## src/rtl/sync_ram_dp.sv

```systemverilog
// rtl/sync_ram_dp.sv - dual-port sync RAM (1W/1R) with registered read and post-reset clear sweep.
// Optional macro SYNC_RAM_UNINIT_EN adds per-word written tracking and the uninit output.
module sync_ram_dp #(
  parameter int               DWIDTH      = 8,
  parameter int               AWIDTH      = 8,
  parameter int               DEPTH       = 1 << AWIDTH,
  parameter logic [DWIDTH-1:0] FILL       = '0,
  parameter bit               WRITE_FIRST = 1'b1
) (
  input  logic              clk,
  input  logic              _mr,
  input  logic              _we,
  input  logic [AWIDTH-1:0] wa,
  input  logic [DWIDTH-1:0] wd,
  input  logic              _re,
  input  logic [AWIDTH-1:0] ra,
  output logic [DWIDTH-1:0] rd,
  output logic              rd_valid,
  output logic              busy,
`ifdef SYNC_RAM_UNINIT_EN
  output logic              uninit,
`endif
  output logic              oob
);

  localparam int                IW      = (DEPTH > 1) ? $clog2(DEPTH) : 1;
  localparam logic [AWIDTH:0]   DEPTH_W = (AWIDTH + 1)'(DEPTH);
  localparam logic [IW-1:0]     LAST    = IW'(DEPTH - 1);

  typedef enum logic {CLEAR, READY} state_t;

  state_t              state_q;
  logic [IW-1:0]       cnt_q;
  logic [DWIDTH-1:0]   rd_q, rd_d;
  logic                rd_valid_q, rd_valid_d;
  logic                oob_q;
  logic [DWIDTH-1:0]   mem_q [DEPTH];

  logic                wa_in, ra_in;
  logic                wr_req, rd_req;
  logic                wr_ok, rd_ok;
  logic                collide;
  logic [IW-1:0]       wa_idx, ra_idx;

  assign wa_in   = ({1'b0, wa} < DEPTH_W);
  assign ra_in   = ({1'b0, ra} < DEPTH_W);
  assign wr_req  = (state_q == READY) && !_we;
  assign rd_req  = (state_q == READY) && !_re;
  assign wr_ok   = wr_req && wa_in;
  assign rd_ok   = rd_req && ra_in;
  assign wa_idx  = wa[IW-1:0];
  assign ra_idx  = ra[IW-1:0];
  assign collide = wr_ok && rd_ok && (wa == ra);

`ifdef SYNC_RAM_UNINIT_EN
  localparam logic [DWIDTH-1:0] UNINIT_VAL = DWIDTH'(99);
  logic written_q [DEPTH];
  logic uninit_q, uninit_d;
  assign uninit = uninit_q;
`endif

  always_comb begin
    rd_d       = rd_q;
    rd_valid_d = 1'b0;
`ifdef SYNC_RAM_UNINIT_EN
    uninit_d   = 1'b0;
`endif
    if (rd_req) begin
      rd_valid_d = 1'b1;
      if (!ra_in) begin
        rd_d = '0;
      end else if (collide && WRITE_FIRST) begin
        rd_d = wd;
      end else begin
        rd_d = mem_q[ra_idx];
`ifdef SYNC_RAM_UNINIT_EN
        if (!written_q[ra_idx]) begin
          rd_d     = UNINIT_VAL;
          uninit_d = 1'b1;
        end
`endif
      end
    end
  end

  always_ff @(posedge clk) begin
    if (!_mr) begin
      state_q    <= CLEAR;
      cnt_q      <= '0;
      rd_q       <= '0;
      rd_valid_q <= 1'b0;
      oob_q      <= 1'b0;
`ifdef SYNC_RAM_UNINIT_EN
      uninit_q   <= 1'b0;
`endif
    end else begin
      rd_q       <= rd_d;
      rd_valid_q <= rd_valid_d;
`ifdef SYNC_RAM_UNINIT_EN
      uninit_q   <= uninit_d;
`endif
      if ((wr_req && !wa_in) || (rd_req && !ra_in)) begin
        oob_q <= 1'b1;
      end
      case (state_q)
        CLEAR: begin
          cnt_q <= cnt_q + 1'b1;
          if (cnt_q == LAST) begin
            state_q <= READY;
          end
        end
        default: state_q <= READY;
      endcase
    end
  end

  // Storage has no reset: the sweep is the only thing that initialises it.
  always_ff @(posedge clk) begin
    if (_mr) begin
      if (state_q == CLEAR) begin
        mem_q[cnt_q] <= FILL;
`ifdef SYNC_RAM_UNINIT_EN
        written_q[cnt_q] <= 1'b0;
`endif
      end else if (wr_ok) begin
        mem_q[wa_idx] <= wd;
`ifdef SYNC_RAM_UNINIT_EN
        written_q[wa_idx] <= 1'b1;
`endif
      end
    end
  end

  assign rd       = rd_q;
  assign rd_valid = rd_valid_q;
  assign busy     = (state_q == CLEAR);
  assign oob      = oob_q;

endmodule

```

## config.mk

```make
export PLATFORM = sky130hd
export DESIGN_NAME = sync_ram_dp
export DESIGN_NICKNAME = d
export VERILOG_FILES = /design/src/rtl/sync_ram_dp.sv
export SDC_FILE = /design/constraint.sdc
export NUM_CORES = 2
export LEC_CHECK = 0
export ABC_CLOCK_PERIOD_IN_PS = 5920
export BUFFER_PORTS_ARGS = -buffer_cell sky130_fd_sc_hd__buf_2
export CAP_MARGIN = 40
export CORE_AREA = 5 5 436 546
export CTS_CLUSTER_SIZE = 16
export DETAILED_ROUTE_END_ITERATION = 12
export DIE_AREA = 0 0 441 551
export GPL_TIMING_DRIVEN = 0
export PLACE_DENSITY = 0.63
export SETUP_SLACK_MARGIN = 0.15
export SLEW_MARGIN = 5
export SYNTH_ARGS = -nofsm -noshare
export SYNTH_HDL_FRONTEND = slang
export SYNTH_SLANG_ARGS = --single-unit
```

## constraint.sdc

```tcl
create_clock -name clk -period 5.92 [get_ports clk]
set_clock_uncertainty 0.15 [all_clocks]
set_input_delay 0.296 -clock clk [delete_from_list [all_inputs] [get_ports clk]]
set_output_delay 0.296 -clock clk [all_outputs]
set_load 0.05 [all_outputs]
```

==> reports/summary.txt <==
Post-synthesis cell area: 80800 sq um
Total grt overflow: 0
HP Class: in -> reg
Maximum vdd drop: 233 uV
Final Max Tran Viols: 0
Clock buffer depth: 4
Share of layout cells above drive strength 1: 26.4%
Total power: 0.0297 W
Synthesis-to-finish area growth: 16.1%
Gate power share: 5.1%
Drt via density: 6.13
Achievable frequency: 190 MHz
Nets: 4388
Worst hold slack: -0.0275 ns
Distinct cell type count after synthesis: 73
CP peak stage delay: 0.94 ns
Post-synthesis adder-cell area fraction: 0.0155%
Worst path bufs/invs: 4
Crit path max-delay cell type: nor2_1
Core ar.: 232000 sq um
Crit share post-route: 88.7%
Final setup viols: 0
Die width: 441 microns
Ports: 39
Routed wire length: 309000 microns
Synth Area in Simple Gates: 3.21%
Hold-fix buffers at CTS: 7
Num rows: 198
Initial antenna violation count: 33
Placer congestion estimate: 1.01
Root Driver: clkbuf_16
Async S/R FF share, synth: 0%
Worst slew pin tran: 1.10 ns
Status: finished with violations
Total of warnings raised by yosys: 0
Largest net degree at the start of global routing: 89
Die height: 551 microns
Dpl cells: 7242
Worst Setup Start Kind: flop
CP top delay family: simple AND/OR/NAND/NOR gates
Later-pin clock latency in the skew report: 0.91 ns
Syn avg cell area: 20.7 sq um
Max-cap violations: 0
Vias: 46854
CTS resizes: 0
NetSw: 0.00654 W
Main combinational cell family by area after synthesis: multiplexers
XOR/XNOR share of the synthesized area: 0.173%
Drt drc: 0
Worst EP required: 6.23 ns
Final Hold Fails: 8
Sequential area share after synthesis: 76.6%
Routed Antenna Nets: 0
PwrDens: 316 nW/um^2
Clk pwr share: 41.6%
Routed len/inst: 40.5 microns
First DRT Iteration DRCs: 8836
Min cycle time layout: 5.25 ns
RSZ-0062 raised after global routing: false
CTS sink cnt: 2066
Post-synthesis mux area share: 15.1%
Relative slew slack: 26.8%
Failing checks: negative hold slack
Pint: 0.0232 W
Drt pass-1 iters: 9
Leak: 26.3 nW
HPWL after DPL: 214000 microns
CP Cell Sequence: and3b_1, clkbuf_1, buf_2, clkbuf_1, nand3b_1, nand2_1, nand3_1, clkbuf_2, nor2_1
Final non-filler cell total: 7642
Reg power frac: 53.3%
CTS Buf Count: 190
IO Port Bufs: 35
WS Path Type: reg -> reg
Mapped Cells: 3896
Starting density of the core: 34.8%
Vias in the first global route: 44197
Arr. time, crit path: 5.56 ns
Synth Area in Compound Gates: 3.12%
TritonCTS clock tree: yes
Tot GR Track Use: 25.1%
Syn Nets: 3925
Post-synth EDFFs: 2048
First-pass GRT wire length: 407000 microns
CTS H-Tree Depth: 4
Post-CTS setup buffer count: 0
Most frequent CP cell: clkbuf_1
Reg clk slew, reported paths: 0.06 ns
Seq cells post-synth: 2066
Sw Ratio: 22.0%
Setup crit end kind: flop
Die ar.: 243000 sq um
Worst-path fanout max: 10
Top FF cell, synth: edfxtp_1
Fin Setup TNS: 0 ns
[Yosys cell counts, drive strengths merged, types with 9 or more instances]
master / count / area [sq um]
mux4: 469 / 10600
edfxtp: 2048 / 61500
dfxtp: 18 / 360
nand2: 114 / 435
a21oi: 52 / 260
a221oi: 24 / 216
nor2b: 19 / 119
o221ai: 18 / 158
xnor2: 9 / 78.8
nand2b: 10 / 62.6
nand3: 44 / 220
nor2: 307 / 1150
a31oi: 15 / 93.8
a211oi: 13 / 97.6
a22oi: 77 / 578
nor3: 26 / 130
o21ai: 33 / 165
clkbuf: 100 / 379
buf: 133 / 1030
mux2i: 147 / 1480
and2: 24 / 150
nand3b: 13 / 97.6
o22ai: 50 / 313
nand4: 11 / 68.8
mux2: 12 / 135
a22o: 18 / 158
[final cells by class]
type | instances | area (sq um)
Clock inverter | 101 | 1090
Inverter | 7 | 26.3
Antenna cell | 41 | 103
Tap cell | 3100 | 3880
Clock buffer | 233 | 4970
Buffer | 233 | 1460
Fill cell | 20407 | 138000
Multi-Input combinational cell | 1590 | 17600
Timing Repair Buffer | 271 | 2880
Sequential cell | 2066 | 61900
[cells by family (layout without fill, tap and decap cells)]
kind of cell | Yosys count | after routing
xor+xnor | 16 | 16
compound gates | 352 | 352
simple gates | 592 | 592
flops | 2066 | 2066
other cells | 1 | 42
mux | 628 | 628
buf+inv | 240 | 845
fa+ha+maj | 1 | 1
[per-stage QoR]
step	utilization, %	cell area (sq um)	setup slack, ns
floorplan	-	80800	0.422
global placement	36.6	84900	-4.28
detailed placement	37.7	87400	0.710
CTS	40.3	93500	0.929
global route	40.4	93700	0.642
finish	40.5	93800	0.669
[power groups by stage]
stage	clock [W]	combinational, W	sequential [W]
after floorplan	0	0.000603	0.0162
after global placement	0	0.00136	0.0162
after detailed placement	0	0.00142	0.0162
after CTS	0.0123	0.00143	0.0158
after global routing	0.0130	0.00146	0.0158
final	0.0123	0.00152	0.0158
[registers in the layout, indices dropped and copies added (netlist names)]
signal and flops:
mem_q 2048, cnt_q 8, rd 8, rd_valid 1, state_q 1
[per-layer routing]
layer	track usage, %	routed length (microns)	up-vias
met5	0.138	87	-
met4	20.6	32100	12
met3	8.91	40500	1199
met2	37.6	138000	4269
met1	29.1	98400	24200
li1	-	-	17174
[placed cells by master (no fill, tap or decap), types with 28 or more instances in the layout]
cell / Yosys / layout
edfxtp_1: 2048 / 2048
mux4_2: 452 / 452
nor2_1: 307 / 303
clkbuf_16: 0 / 191
buf_4: 33 / 165
mux2i_1: 146 / 146
nand2_1: 113 / 113
clkbuf_1: 99 / 99
buf_2: 48 / 95
a22oi_1: 77 / 77
buf_6: 26 / 56
a21oi_1: 52 / 52
o22ai_1: 50 / 50
nand3_1: 44 / 44
diode_2: 0 / 41
clkbuf_2: 0 / 39
clkinv_1: 0 / 34
buf_8: 6 / 31
o21ai_0: 28 / 28
clkinv_2: 0 / 28
[path summary, 6_finish.rpt]
path	from	to	slack [ns]	cells past startpoint
max reg2reg	state_q	mem_q[134][1]	0.67	9
min reg2reg	rd[5]	rd[5]	0.40	2
max	state_q	mem_q[134][1]	0.67	9
min	wd[4]	mem_q[162][4]	-0.03	2
[worst register-to-register path: cells and delay by family (launching register included)]
kind	cells	cell delay, ns
buffers and inverters	4	1.76
DFF	1	0.34
and+or+nand+nor	5	2.63
No activity file was read; power rests on OpenSTA's default activity.
